===== src/rtl/bitrev_sched_if.sv =====
// ============================================================================
// Module      : bitrev_sched_if
// Description : Request/response bundle for the bit-reverse/permute
//               sequencer: two valid/ready requesters, one response port
//               and a busy flag.
// Revision    : 1.0 - initial release
// ============================================================================
`default_nettype none

interface bitrev_sched_if #(
    parameter int WIDTH = 16
);
    logic             req0_valid;
    logic             req0_ready;
    logic [WIDTH-1:0] req0_data;
    logic [1:0]       req0_mode;

    logic             req1_valid;
    logic             req1_ready;
    logic [WIDTH-1:0] req1_data;
    logic [1:0]       req1_mode;

    logic             rsp_valid;
    logic             rsp_ready;
    logic [WIDTH-1:0] rsp_data;
    logic             rsp_id;

    logic             busy;

    // Requesters and response consumer side
    modport master (
        output req0_valid, req0_data, req0_mode,
        output req1_valid, req1_data, req1_mode,
        output rsp_ready,
        input  req0_ready, req1_ready,
        input  rsp_valid, rsp_data, rsp_id, busy
    );

    // Sequencer side
    modport slave (
        input  req0_valid, req0_data, req0_mode,
        input  req1_valid, req1_data, req1_mode,
        input  rsp_ready,
        output req0_ready, req1_ready,
        output rsp_valid, rsp_data, rsp_id, busy
    );
endinterface

`default_nettype wire


===== src/rtl/bitrev_sched.sv =====
// ============================================================================
// Module      : bitrev_sched
// Description : Two-port arbiter and sequencer for the shared bit-reverse /
//               permute unit. Grants one request at a time, spends
//               EXEC_CYCLES in EXEC, then holds the tagged result until the
//               consumer takes it.
//               Optional macro BITREV_SCHED_RR_EN: round-robin arbitration
//               (undefined: fixed priority, requester 0 wins ties).
// Revision    : 1.0 - initial release
// ============================================================================
`default_nettype none

module bitrev_sched #(
    parameter int WIDTH       = 16,
    parameter int EXEC_CYCLES = 1
) (
    input  wire logic          clk,
    input  wire logic          rst,
    bitrev_sched_if.slave      bus
);

    localparam logic [1:0] c_IDLE     = 2'd0;
    localparam logic [1:0] c_EXEC     = 2'd1;
    localparam logic [1:0] c_RESP     = 2'd2;
    localparam int         c_BYTES    = WIDTH / 8;
    localparam logic [3:0] c_CNT_INIT = 4'(EXEC_CYCLES - 1);

    logic [1:0]       r_state;
    logic [1:0]       w_next_state;
    logic             r_ptr;
    logic [3:0]       r_cnt;
    logic [WIDTH-1:0] r_op_data;
    logic [1:0]       r_op_mode;
    logic             r_id;
    logic [WIDTH-1:0] r_rsp_data;

    logic             w_grant_id;
    logic             w_accept;
    logic [WIDTH-1:0] w_op_data;
    logic [1:0]       w_op_mode;
    logic [WIDTH-1:0] w_result;

    function automatic logic [WIDTH-1:0] f_permute(
        input logic [WIDTH-1:0] d,
        input logic [1:0]       m
    );
        logic [WIDTH-1:0] r;
        r = d;
        case (m)
            2'b00: begin
                for (int i = 0; i < WIDTH; i++) r[i] = d[WIDTH-1-i];
            end
            2'b01: begin
                for (int b = 0; b < c_BYTES; b++)
                    for (int i = 0; i < 8; i++) r[8*b+i] = d[8*b+7-i];
            end
            2'b10: begin
                for (int b = 0; b < c_BYTES; b++)
                    r[8*b +: 8] = d[8*(c_BYTES-1-b) +: 8];
            end
            default: r = d;
        endcase
        return r;
    endfunction

    // Arbitration: a lone valid wins; on a tie the pointer decides
    always_comb begin
        w_grant_id = 1'b0;
        if (bus.req0_valid && bus.req1_valid) w_grant_id = r_ptr;
        else if (bus.req1_valid)              w_grant_id = 1'b1;
        w_op_data = w_grant_id ? bus.req1_data : bus.req0_data;
        w_op_mode = w_grant_id ? bus.req1_mode : bus.req0_mode;
        w_result  = f_permute(r_op_data, r_op_mode);
    end

    // State register
    always_ff @(posedge clk or posedge rst) begin
        if (rst) r_state <= c_IDLE;
        else     r_state <= w_next_state;
    end

    // Next-state logic
    always_comb begin
        w_next_state = r_state;
        case (r_state)
            c_IDLE:  if (w_accept)        w_next_state = c_EXEC;
            c_EXEC:  if (r_cnt == 4'd0)   w_next_state = c_RESP;
            c_RESP:  if (bus.rsp_ready)   w_next_state = c_IDLE;
            default:                      w_next_state = c_IDLE;
        endcase
    end

    // Outputs decoded from the current state and the grant
    always_comb begin
        bus.req0_ready = (r_state == c_IDLE) && bus.req0_valid && !w_grant_id;
        bus.req1_ready = (r_state == c_IDLE) && bus.req1_valid &&  w_grant_id;
        w_accept       = bus.req0_ready || bus.req1_ready;
        bus.rsp_valid  = (r_state == c_RESP);
        bus.busy       = (r_state != c_IDLE);
        bus.rsp_data   = r_rsp_data;
        bus.rsp_id     = r_id;
    end

    // Operand capture, exec countdown, result capture and priority pointer
    always_ff @(posedge clk or posedge rst) begin
        if (rst) begin
            r_ptr      <= 1'b0;
            r_cnt      <= 4'd0;
            r_op_data  <= '0;
            r_op_mode  <= 2'b00;
            r_id       <= 1'b0;
            r_rsp_data <= '0;
        end else begin
            if (w_accept) begin
                r_op_data <= w_op_data;
                r_op_mode <= w_op_mode;
                r_id      <= w_grant_id;
                r_cnt     <= c_CNT_INIT;
`ifdef BITREV_SCHED_RR_EN
                r_ptr     <= ~w_grant_id;
`else
                r_ptr     <= 1'b0;
`endif
            end
            if (r_state == c_EXEC) begin
                if (r_cnt == 4'd0) r_rsp_data <= w_result;
                else               r_cnt      <= r_cnt - 4'd1;
            end
        end
    end

endmodule

`default_nettype wire

===== src/flat_wrapper.sv =====
// flat-port wrapper written by rule: the top's interface ports become plain ports
module bitrev_sched_flat 
#(
    parameter int WIDTH       = 16,
    parameter int EXEC_CYCLES = 1
)
  (clk, rst, bus_req0_valid, bus_req0_data, bus_req0_mode, bus_req1_valid, bus_req1_data, bus_req1_mode, bus_rsp_ready, bus_req0_ready, bus_req1_ready, bus_rsp_valid, bus_rsp_data, bus_rsp_id, bus_busy);
  bitrev_sched_if #(.WIDTH(WIDTH)) bus_i ();
  input  wire logic clk;
  input  wire logic rst;
  input wire logic [$bits(bus_i.req0_valid)-1:0] bus_req0_valid;
  input wire logic [$bits(bus_i.req0_data)-1:0] bus_req0_data;
  input wire logic [$bits(bus_i.req0_mode)-1:0] bus_req0_mode;
  input wire logic [$bits(bus_i.req1_valid)-1:0] bus_req1_valid;
  input wire logic [$bits(bus_i.req1_data)-1:0] bus_req1_data;
  input wire logic [$bits(bus_i.req1_mode)-1:0] bus_req1_mode;
  input wire logic [$bits(bus_i.rsp_ready)-1:0] bus_rsp_ready;
  output wire logic [$bits(bus_i.req0_ready)-1:0] bus_req0_ready;
  output wire logic [$bits(bus_i.req1_ready)-1:0] bus_req1_ready;
  output wire logic [$bits(bus_i.rsp_valid)-1:0] bus_rsp_valid;
  output wire logic [$bits(bus_i.rsp_data)-1:0] bus_rsp_data;
  output wire logic [$bits(bus_i.rsp_id)-1:0] bus_rsp_id;
  output wire logic [$bits(bus_i.busy)-1:0] bus_busy;
  assign bus_i.req0_valid = bus_req0_valid;
  assign bus_i.req0_data = bus_req0_data;
  assign bus_i.req0_mode = bus_req0_mode;
  assign bus_i.req1_valid = bus_req1_valid;
  assign bus_i.req1_data = bus_req1_data;
  assign bus_i.req1_mode = bus_req1_mode;
  assign bus_i.rsp_ready = bus_rsp_ready;
  assign bus_req0_ready = bus_i.req0_ready;
  assign bus_req1_ready = bus_i.req1_ready;
  assign bus_rsp_valid = bus_i.rsp_valid;
  assign bus_rsp_data = bus_i.rsp_data;
  assign bus_rsp_id = bus_i.rsp_id;
  assign bus_busy = bus_i.busy;
  bitrev_sched #(.WIDTH(WIDTH), .EXEC_CYCLES(EXEC_CYCLES)) u_core (.clk(clk), .rst(rst), .bus(bus_i));
endmodule

===== config.mk =====
export PLATFORM = sky130hd
export DESIGN_NAME = bitrev_sched_flat
export DESIGN_NICKNAME = d
export VERILOG_FILES = /design/src/rtl/bitrev_sched_if.sv /design/src/rtl/bitrev_sched.sv /design/src/flat_wrapper.sv
export SDC_FILE = /design/constraint.sdc
export NUM_CORES = 1
export LEC_CHECK = 0
export ABC_CLOCK_PERIOD_IN_PS = 1670
export BUFFER_PORTS_ARGS = -buffer_cell sky130_fd_sc_hd__buf_2
export CAP_MARGIN = 5
export CORE_MARGIN = 2
export CORE_UTILIZATION = 32
export CTS_BUF_LIST = sky130_fd_sc_hd__clkbuf_8
export DETAILED_ROUTE_END_ITERATION = 10
export PLACE_DENSITY = 0.61
export SYNTH_ARGS = -nofsm -noshare
export SYNTH_HDL_FRONTEND = slang
export SYNTH_SLANG_ARGS = --single-unit

===== constraint.sdc =====
create_clock -name clk -period 1.67 [get_ports clk]
set_clock_uncertainty 0.15 [all_clocks]
set_input_delay 0.0835 -clock clk [delete_from_list [all_inputs] [get_ports clk]]
set_output_delay 0.0835 -clock clk [all_outputs]
set_load 0.02 [all_outputs]

# --- After elaboration in Yosys (flattened, before gate mapping) ---
# Index checks and enable logic that the tools add are counted.
op_classes:
  add_sub_neg: 1
  muxes: 12
  reduce_logical: 13
  n_eq_ne: 7
op_table:
  columns: ["cell", "n"]
  rows:
  - ["$pmux 16 s3", 1]
  - ["$mux 16", 1]
  - ["$mux 4", 3]
  - ["$mux 2", 4]
  - ["$pmux 2 s3", 1]
  - ["$logic_and 1x1->1", 5]
  - ["$eq 2x1->1 const B", 2]
  - ["$eq 2x2->1 const B", 2]
  - ["$logic_not 2->1", 2]
  - ["$logic_not 4->1", 1]
  - ["$ne 2x1->1 const B", 2]
  - ["$sub 4x1->4 const B", 1]
  - ["$reduce_and 3->1", 1]
  - ["$mux 1", 2]
  - ["$ne 2x2->1 const B", 1]
  - ["$reduce_and 2->1", 1]
  - ["$reduce_bool 2->1", 1]
  - ["$logic_not 1->1", 1]
  - ["$logic_or 1x1->1", 1]
totals:
  register_bits: 41
  in_bits: 41
  output_inout_bits: 21

# --- Logic depth before layout (Yosys ltp) ---
# Gate-level depths: netlist of run 1.
depth:
  word_depth: 8
  depth_mapped: 7

# --- Worst setup path before layout of run 1 ---
# OpenSTA, ideal clock, no wires.
synth_timing:
  kind: "register to register"
  from: "register u_core.r_cnt[0]"
  to: "register u_core.r_rsp_data[1] (netlist: u_core.bus.rsp_data[1])"
  period_less_slack_ns: 1.768
  setup_time_ns: 0.128
  path_stages_with_launch: 8
  required_ns: 1.392
  arrival_time_ns: 1.491
  path_slack_ns: -0.098
  cell_sequence: "dfrtp_1 > inv_1 > ha_1 > nor3b_2 > nand2b_1 > buf_2 > buf_6 > mux2_1"
synth_via:
  elab_chain_len: 2
synth_rtl:
  columns: ["item", "line_no", "text"]
  rows:
  - ["from (decl)", "bitrev_sched.sv:31", "logic [3:0] r_cnt;"]
  - ["from (signal assigned)", "bitrev_sched.sv:118", "r_cnt <= c_CNT_INIT;"]
  - ["from (signal assigned)", "bitrev_sched.sv:127", "else r_cnt <= r_cnt - 4'd1;"]
  - ["$logic_not 4->1", "bitrev_sched.sv:126", "if (r_cnt == 4'd0) r_rsp_data <= w_result;"]
  - ["$reduce_and 2->1 (no line)", null, null]
  - ["to (signal assigned)", "bitrev_sched.sv:126", null]
  - ["to (decl)", "bitrev_sched.sv:35", "logic [WIDTH-1:0] r_rsp_data;"]
# No other way between the ends.
# A chain may end at the register's enable or synchronous reset.

# --- Final worst setup path of run 1 ---
layout_timing:
  from: "register u_core.r_cnt[0]"
  to: "register u_core.r_rsp_data[7] (netlist: u_core.bus.rsp_data[7])"
# The elaborated chain is that of the path after synthesis.

==> results of run 1 <==
state kept, by name (all words and copies together), names as in the netlist:
signal	cells
u_core.bus.rsp_data	16
u_core.r_state	2
u_core.r_cnt	4
u_core.r_op_data	16
u_core.bus.rsp_id	1
u_core.r_op_mode	2
timing repair:
| action | in CTS | in global routing |
|---|---|---|
| hold buffers | 38 | 0 |
| pin swaps | 0 | 1 |
| resized for setup | 1 | 2 |
| gates cloned | 0 | 1 |
| endpoints found under the setup margin | 9 | 18 |
| buffers inserted | 1 | 0 |
| hold endpoints to repair | 60 | 0 |
report_power, final:
group	internal [uW]	switching, uW
registers	1470	377
logic	1740	1330
clock network	481	344
layer usage:
| metal | routed length, um | part of all wire | up-vias | track usage |
|---|---|---|---|---|
| li1 | - | - | 862 | - |
| met4 | 113 | 0.022 | 0 | 0.0629 |
| met5 | 0 | 0 | - | 0 |
| met1 | 2240 | 0.43 | 882 | 0.182 |
| met3 | 344 | 0.066 | 10 | 0.0332 |
| met2 | 2510 | 0.48 | 60 | 0.243 |
layout by cell type (no fill, tap or decap), drive strengths merged:
cell         synthesis  routed
nor3b                1       1
mux4                16      16
or4b                 1       1
mux2                17      17
o221ai               1       1
clkbuf               5       7
buf                  8      77
mux2i               19      19
bufinv               0       1
ha                   1       1
o211ai               1       1
nand2b               4       4
a21oi                1       1
and2                 1       1
nor2                 5       5
dlygate4sd3          0      38
dfrtp               41      41
nand2                1       1
or4                  1       1
or2                  1       1
inv                  5       6
o22ai                1       1
o21ai               42      42
worst max path at each step:
| stage | startpoint | end |
|---|---|---|
| floorplan | u_core.r_cnt[0] | u_core.bus.rsp_data[1] |
| global placement | u_core.r_state[1] | u_core.r_cnt[3] |
| detailed placement | u_core.r_cnt[0] | u_core.bus.rsp_data[8] |
| CTS | u_core.r_cnt[1] | u_core.bus.rsp_data[8] |
| global route | u_core.r_cnt[0] | u_core.bus.rsp_data[5] |
| finish | u_core.r_cnt[0] | u_core.bus.rsp_data[7] |
worst reg2reg max path, delay by kind of cell (launching register included):
| kind | cells | cell delay, ps |
|---|---|---|
| DFF | 1 | 390 |
| and+or+nand+nor | 2 | 350 |
| muxes | 1 | 300 |
| buffers and inverters | 2 | 230 |
| adders and majority gates | 1 | 170 |
logic make-up after synthesis:
logic type,after synthesis,synth area share
AO/OA/AOI/OAI,46,0.107
adder cells (fa/ha/maj),1,0.00563
buffers and inverters,18,0.0512
flip-flops,41,0.462
multiplexers,52,0.334
AND/OR/NAND/NOR,15,0.0405
cell type report:
| type | count | area [um2] |
|---|---|---|
| fillers | 614 | 3500 |
| multi-input cells | 114 | 1120 |
| flip-flops and latches | 41 | 1030 |
| repair buffers | 116 | 868 |
| well taps | 80 | 100 |
| clock buffers | 6 | 82.6 |
| clock inverters | 2 | 33.8 |
| inverters | 5 | 18.8 |
per-stage QoR:
stage | power [uW] | setup TNS, ps | setup WS (ps) | cell area, um2
final | 5740 | -238 | -26.4 | 3250
after global routing | 6160 | -1320 | -85.1 | 3250
after CTS | 5700 | -80.1 | -16.9 | 3220
after detailed placement | 4780 | -85.8 | -22.3 | 2720
after global placement | 4680 | 0 | 5.57 | 2720
after floorplan | 3960 | -491 | -60.6 | 2270
==> run_results.csv, run 1 <==
group,metric,value,unit
power,vdd_drop_max,0.540,mV
cells_and_area,drive_above_1_share,0.433,
grt,grt_usage,0.146,
logic_synthesis,yosys_warnings,0,
floorplanning,start_util,0.329,
worst_setup_path,cp.arrival,1730,ps
timing,min_period,1700,ps
placement,place_hpwl,3.49,mm
outcome,violations,"negative setup slack",
route,drtPass1Iterations,4,
power,p_leak,0.00157,uW
grt,grt_pass1_wl,8.61,mm
grt,overflow,0,
timing,rsz0062_at_grt,"yes",
worst_setup_path,setup.worst_path.class,"reg -> reg",
worst_setup_path,worstRegToRegCells,6,
timing,slew_violations,0,
worst_setup_path,path_depth,6,
logic_synthesis,ys_async_sr_fraction,1.00,
logic_synthesis,synthTopCellsByArea,"dfrtp_1 46%, mux4_2 16%, o21ai_0 9.0%, mux2i_1 8.6%, mux2_2 5.1%",
placement,io_buffers,61,
route,viasPerCell,4.98,
worst_setup_path,required,1710,ps
route,drtIter0Drc,157,
min_path,hp-class,"in -> reg",
logic_synthesis,syn-mean-instance-area,12.8,um2
floorplanning,core,0.00676,mm2
floorplanning,die_y,87.3,um
worst_setup_path,cp_max_fo,8,
logic_synthesis,synth.most_common_cell,"dfrtp_1",
cells_and_area,fin_cells,364,
route,routedWlPerCell,14.3,um
worst_setup_path,crit_path_max_incr_delay,390,ps
cts,cts_max_path_buffers,2,
cells_and_area,diodes,0,
worst_setup_path,r2r_slack,-30,ps
grt,grt_pass1_vias,1858,
grt,antenna_found_initial,0,
run,drv_cap,0,
worst_setup_path,r2r_end,"u_core.bus.rsp_data[7]",
min_path,min_from,"bus_req1_data[3]",
route,vias,1814,
placement,place_inst,316,
grt,grt_max_degree,42,
timing,holdWs,36.6,ps
logic_synthesis,synth_top_area_frac,0.462,
timing,fin_ws,-26.4,ps
logic_synthesis,yosysTopAreaCell,"dfrtp_1",
logic_synthesis,postSynthCellCount,173,
timing,tightest_slew,536,ps
logic_synthesis,synth_common_cells,"41 x dfrtp_1, 40 x o21ai_0, 19 x mux2i_1",
worst_setup_path,worstPathCellList,"inv_1, ha_2, nor3b_4, nand2b_4, buf_12, mux2_4",
floorplanning,ios,62,
worst_setup_path,rr_startpoint,"u_core.r_cnt[0]",
placement,place_congestion,0.787,
logic_synthesis,syn-num-nets,215,
timing,setup_viol,16,
logic_synthesis,seq_area_frac_synth,0.462,
logic_synthesis,synth.distinct_cells,25,
worst_setup_path,endpoint_kind,"register",
logic_synthesis,synth_edf_count,0,
cells_and_area,final_nets,325,
logic_synthesis,syn-cell-area,0.00222,mm2
floorplanning,die_w,87.3,um
worst_setup_path,cp_slowest_cell,"dfrtp_1",
cts,path_clk_slew,80,ps
power,p_per_area,1760,mW/mm2
floorplanning,row_count,30,
route,drc_errors,0,
route,ant_nets,0,
timing,fin_crit_sh,1.02,
cts,cts_tree,"yes",
timing,maxSlewHeadroom,0.643,
cts,numCtsBuffers,5,
worst_setup_path,cp_num_buf_inv,2,
cells_and_area,finish.utilization,0.482,
route,drt_wl_total,5.21,mm
outcome,status,"finished, violations left",
floorplanning,die-area,0.00763,mm2
logic_synthesis,synthFlopType,"dfrtp_1",
min_path,hold_depth,3,
timing,fmax,0.589,GHz
worst_setup_path,critical_path.top_delay_family,"flip-flops",
logic_synthesis,ys_ff_latch,41,
cts,htreeDepth,2,
timing,hold_violations,0,
cells_and_area,area_delta_synth_final,46.5,%
worst_setup_path,cp-start-kind,"register",
min_path,hold_path_end,"u_core.r_op_data[3]",
cts,root_buffer,"clkbuf_8",
cts,cts.sinks,41,
cts,clock_latency,290,ps
Note: power is estimated with default switching activity, not from simulation.
==> inputs of run 2 (changes only) <==
--- a/config.mk
+++ b/config.mk
@@ -5,6 +5,7 @@
 export SDC_FILE = /design/constraint.sdc
 export NUM_CORES = 1
 export LEC_CHECK = 0
+export ABC_AREA = 1
 export ABC_CLOCK_PERIOD_IN_PS = 1670
 export BUFFER_PORTS_ARGS = -buffer_cell sky130_fd_sc_hd__buf_2
 export CAP_MARGIN = 5
==> run_results.csv, run 2 <==
group,metric,value,unit
power,clockPowerShare,0.115,
logic_synthesis,yosys_warnings,0,
cells_and_area,diodes,0,
placement,io_buffers,61,
cells_and_area,drive_above_1_share,0.194,
grt,overflow,0,
grt,grt_pass1_wl,11.1,mm
route,drtIter0Drc,185,
worst_setup_path,cp_num_buf_inv,2,
worst_setup_path,cp.arrival,1300,ps
cts,cts_max_path_buffers,2,
cts,htreeDepth,2,
floorplanning,ios,62,
power,switchingPower,2430,uW
floorplanning,row_count,31,
timing,tightest_slew,512,ps
route,ant_nets,0,
floorplanning,die-area,0.00822,mm2
timing,slew_violations,0,
timing,fin_crit_sh,0.919,
route,vias,2535,
grt,grt_usage,0.165,
timing,hold_violations,0,
power,vdd_drop_max,0.527,mV
cts,path_clk_slew,80,ps
cts,cts_setup_buffers,0,
timing,rsz0062_at_grt,"no",
logic_synthesis,synth.distinct_cells,21,
power,seqPwrFrac,0.377,
logic_synthesis,yosysTopAreaCell,"dfrtp_1",
worst_setup_path,required,1440,ps
placement,place_hpwl,4.36,mm
worst_setup_path,cp_max_fo,5,
worst_setup_path,critical_path.top_delay_family,"flip-flops",
outcome,status,"finished, final reports clean",
power,p_int,2710,uW
grt,grt_pass1_vias,2466,
logic_synthesis,ys_async_sr_fraction,1.00,
power,pwr-share-comb,0.508,
worst_setup_path,endpoint_kind,"output port",
floorplanning,core,0.00725,mm2
route,routedWlPerCell,11.4,um
cts,cts.sinks,41,
timing,min_period,1540,ps
floorplanning,start_util,0.331,
power,p_per_area,1570,mW/mm2
cells_and_area,final_cell_mix,"160 x nand2_1, 61 x buf_2, 57 x nand3_1",
logic_synthesis,ys_ff_latch,41,
floorplanning,die_y,90.7,um
logic_synthesis,syn-mean-instance-area,6.73,um2
route,drc_errors,0,
timing,fin_tns_setup,0,ps
logic_synthesis,synthFlopType,"dfrtp_1",
grt,antenna_found_initial,0,
power,p_leak,0.00183,uW
cts,numCtsBuffers,5,
cells_and_area,final_nets,497,
worst_setup_path,setup.worst_path.class,"reg -> out",
logic_synthesis,syn-cell-area,0.00240,mm2
logic_synthesis,postSynthCellCount,357,
worst_setup_path,cp-start-kind,"register",
cts,cts_tree,"yes",
placement,dp_slack,173,ps
route,drt_wl_total,6.33,mm
cts,root_buffer,"clkbuf_8",
floorplanning,die_w,90.7,um
cells_and_area,layout_commonest_cell,"nand2_1",
logic_synthesis,synthTopCellsByArea,"dfrtp_1 43%, nand2_1 25%, nand3_1 12%, nor2_1 5.8%, o21ai_0 3.1%",
logic_synthesis,synth_edf_count,0,
placement,place_congestion,0.915,
logic_synthesis,syn-num-nets,399,
timing,fin_ws,135,ps
route,viasPerCell,4.58,
logic_synthesis,seq_area_frac_synth,0.427,
timing,setup_viol,0,
run,drv_cap,0,
cells_and_area,area_delta_synth_final,35.7,%
timing,fmax,0.651,GHz
logic_synthesis,synth_top_area_frac,0.427,
timing,maxSlewHeadroom,0.659,
logic_synthesis,synth_common_cells,"160 x nand2_1, 57 x nand3_1, 41 x dfrtp_1",
power,switching_share,0.473,
worst_setup_path,cp_slowest_cell,"dfrtp_1",
cts,clock_latency,290,ps
worst_setup_path,crit_path_max_incr_delay,440,ps
route,drtPass1Iterations,4,
logic_synthesis,synth.most_common_cell,"nand2_1",
worst_setup_path,worstPathCellList,"nor2_2, nand3_1, inv_1, buf_2",
min_path,hp-class,"in -> reg",
grt,grt_max_degree,42,
[run 2: cell count changes after synthesis, moves of 10 or more]
cell     previous run  this run
nand2_1             1       160
nand3_1             0        57
nor2_1              5        37
o21ai_0            40        15
mux2i_1            19         0
mux4_2             16         0
buf_2               1        11
mux2_2             10         0
[run 2: cells by family (layout without fill, tap and decap cells)]
| kind of cell | Yosys count | count (layout) | synth area share |
|---|---|---|---|
| AO/OA/AOI/OAI | 23 | 23 | 0.0505 |
| XOR/XNOR | 1 | 1 | 0.00364 |
| adder cells (fa/ha/maj) | 1 | 1 | 0.00520 |
| buffers and inverters | 33 | 130 | 0.0734 |
| flip-flops | 41 | 41 | 0.427 |
| AND/OR/NAND/NOR | 258 | 258 | 0.440 |
[run 2: what timing repair did]
| item | in CTS | in global routing |
|---|---|---|
| resized for setup | 0 | 1 |
| endpoints found under the hold margin | 61 | 0 |
| hold buffers | 37 | 0 |
| setup endpoints to repair | 0 | 2 |
[run 2: worst paths after layout]
kind / startpoint / endpoint / slack (ps) / depth (start not counted)
min in group asynchronous: rst / u_core.bus.rsp_data[4] / 300 / 4
max in group asynchronous: rst / u_core.bus.rsp_data[0] / 710 / 4
max: u_core.r_state[0] / bus_req1_ready / 130 / 4
max reg2reg: u_core.r_op_mode[0] / u_core.bus.rsp_data[5] / 210 / 5
min: bus_req1_data[5] / u_core.r_op_data[5] / 6 / 5
min reg2reg: u_core.bus.rsp_data[0] / u_core.bus.rsp_data[0] / 330 / 2
[run 2: area by class of cell]
type / count / area, um2
Multi-Input combinational cell: 283 / 1200
Tap cell: 99 / 124
Clock inverter: 1 / 5.00
Timing Repair Buffer: 111 / 786
Fill cell: 761 / 3990
Inverter: 13 / 48.8
Sequential cell: 41 / 1030
Clock buffer: 5 / 68.8
[run 2: worst min-delay path: stages]
cell     delay [ps]
buf_2            70
nand3_1          70
nand2_1          70
nand2_1          60
nand2_1          50
[run 2: routing by layer]
layer | vias up | part of all wire | global-route usage
li1 | 1326 | - | -
met1 | 1118 | 0.45 | 0.210
met2 | 79 | 0.47 | 0.275
met3 | 12 | 0.059 | 0.0275
met4 | 0 | 0.025 | 0.0692
met5 | - | 0 | 0
[run 2: power by group through the flow]
stage	logic, uW	registers (uW)	clock network (uW)
finish	2610	1930	591
detailed placement	2540	1940	0
global route	2980	2010	665
CTS	2630	1930	615
floorplan	1770	1980	0
global placement	2510	1940	0
[run 2: per-stage QoR]
stage	total power (uW)	hold slack [ps]	area, um2	std cells	util
3_5_place_dp	4480	92.5	2820	510	0.388
5_1_grt	5660	17.8	3260	553	0.450
4_1_cts	5180	0.435	3260	553	0.449
2_1_floorplan	3750	19.8	2400	357	-
3_3_place_gp	4450	96.3	2820	510	0.388
6_report	5130	5.94	3260	553	0.450
==> inputs of run 3 (changes only) <==
--- a/config.mk
+++ b/config.mk
@@ -7,13 +7,15 @@
 export LEC_CHECK = 0
 export ABC_AREA = 1
 export ABC_CLOCK_PERIOD_IN_PS = 1670
-export BUFFER_PORTS_ARGS = -buffer_cell sky130_fd_sc_hd__buf_2
 export CAP_MARGIN = 5
+export CORE_ASPECT_RATIO = 0.6
 export CORE_MARGIN = 2
 export CORE_UTILIZATION = 32
 export CTS_BUF_LIST = sky130_fd_sc_hd__clkbuf_8
 export DETAILED_ROUTE_END_ITERATION = 10
-export PLACE_DENSITY = 0.61
+export DONT_BUFFER_PORTS = 1
+export GPL_TIMING_DRIVEN = 0
+export PLACE_DENSITY = 0.53
 export SYNTH_ARGS = -nofsm -noshare
 export SYNTH_HDL_FRONTEND = slang
 export SYNTH_SLANG_ARGS = --single-unit
==> run_results.csv, run 3 (same netlist as run 2, synthesis figures left out) <==
group,metric,value,unit
cts,numCtsBuffers,5,
worst_setup_path,r2r_slack,110,ps
floorplanning,row_count,24,
outcome,status,"finished, final reports clean",
timing,slew_violations,0,
route,top_layer,"met4",
timing,min_period,1560,ps
timing,fmax,0.641,GHz
worst_setup_path,cp_max_fo,10,
cells_and_area,area_delta_synth_final,28.6,%
cts,cts_max_path_buffers,2,
cts,cts.sinks,41,
worst_setup_path,setup.worst_path.class,"reg -> reg",
floorplanning,core,0.00727,mm2
route,wl_met1,3.67,mm
route,drt_wl_total,6.81,mm
power,p_per_area,1770,mW/mm2
route,vias,2477,
worst_setup_path,cp-start-kind,"register",
grt,grt_pass1_wl,12.0,mm
floorplanning,die-area,0.00824,mm2
placement,place_hpwl,4.91,mm
timing,tightest_slew,866,ps
route,drtPass1Iterations,4,
timing,fin_crit_sh,0.935,
min_path,hold_path_end,"u_core.bus.rsp_id",
power,p_leak,0.00163,uW
timing,holdWs,167,ps
worst_setup_path,cp.arrival,1660,ps
timing,fin_ws,109,ps
grt,grt_usage,0.186,
worst_setup_path,endpoint_kind,"register",
cells_and_area,final_area,0.00309,mm2
route,wl_met2,2.72,mm
timing,maxSlewHeadroom,0.422,
route,met3_wirelength,345,um
cts,cts_setup_buffers,0,
cts,path_clk_slew,90,ps
worst_setup_path,r2r_end,"u_core.bus.rsp_data[4]",
route,drc_errors,0,
cts,clock_latency,310,ps
cts,cts_tree,"yes",
worst_setup_path,rr_startpoint,"u_core.r_cnt[0]",
cells_and_area,diodes,0,
placement,io_buffers,0,
cells_and_area,drive_above_1_share,0.0914,
cells_and_area,final_nets,446,
placement,place_congestion,0.893,
worst_setup_path,required,1770,ps
grt,grt_max_degree,42,
run,drv_cap,0,
placement,placedInstanceArea,0.00253,mm2
cells_and_area,final_cell_mix,"160 x nand2_1, 57 x nand3_1, 41 x dfrtp_1",
worst_setup_path,worstRegToRegCells,7,
floorplanning,die_y,71.1,um
route,ant_nets,0,
floorplanning,die_w,116,um
route,drtIter0Drc,248,
min_path,min_from,"bus_req0_valid",
floorplanning,start_util,0.331,
timing,hold_violations,0,
min_path,hold_depth,4,
power,vdd_drop_max,0.506,mV
timing,setup_viol,0,
cells_and_area,layout_commonest_cell,"nand2_1",
floorplanning,ios,62,
min_path,hp-class,"in -> reg",
grt,antenna_found_initial,0,
cts,htreeDepth,2,
cts,root_buffer,"clkbuf_8",
grt,grt_pass1_vias,2373,
route,routedWlPerCell,13.4,um
route,viasPerCell,4.87,
grt,overflow,0,
placement,dp_slack,64.3,ps
[run 3: report_power, final]
part,total (uW),switching [uW],internal [uW],leakage (uW)
Sequential,2140,709,1430,0.000519
Clock,963,369,594,0.0000681
Combinational,2380,1490,888,0.00105
[run 3: layout make-up]
class / instances / area (um2)
sequential: 41 / 1030
clock buffer: 5 / 68.8
multi-input combinational: 283 / 1220
inverter: 13 / 48.8
timing repair buffer: 40 / 400
clock inverter: 3 / 65.1
tap: 104 / 130
fill: 771 / 4180
buffer: 20 / 128
[run 3: how the worst max path moves through the flow]
stage / from / endpoint / slack, ps / depth (start not counted)
after floorplan: u_core.r_cnt[0] / u_core.bus.rsp_data[0] / 320 / 6
after global placement: rst / u_core.bus.rsp_data[9] / 30 / 1
after detailed placement: u_core.r_state[0] / u_core.r_cnt[2] / 60 / 5
after CTS: u_core.r_state[0] / bus_req0_ready / 30 / 3
after global routing: u_core.r_cnt[0] / u_core.bus.rsp_data[8] / -3 / 7
final: u_core.r_cnt[0] / u_core.bus.rsp_data[4] / 110 / 7
[run 3: critical path, stage by stage (launching register included)]
cell	delay [ps]
dfrtp_1	410
inv_1	100
ha_1	260
nand3_4	160
buf_6	180
nor2_1	80
nand2_1	90
nand2_1	60
[run 3: through the flow]
stage / setup TNS (ps) / std cells / total power [uW] / utilization
after floorplan: 0 / 357 / 3750 / -
after global placement: 0 / 461 / 4340 / 0.349
after CTS: 0 / 509 / 5460 / 0.424
after detailed placement: 0 / 461 / 4370 / 0.349
final: 0 / 509 / 5480 / 0.425
after global routing: -3.15 / 509 / 6020 / 0.425
[run 3: timing repair]
item,in CTS,in global routing
resized for setup,3,2
endpoints found under the setup margin,2,8
hold buffers,40,0
hold endpoints to repair,62,0
[run 3: layer usage]
metal	track usage	up-vias
li1	-	1224
met1	0.297	1170
met2	0.249	73
met3	0.0471	10
met4	0.0423	0
met5	0	-
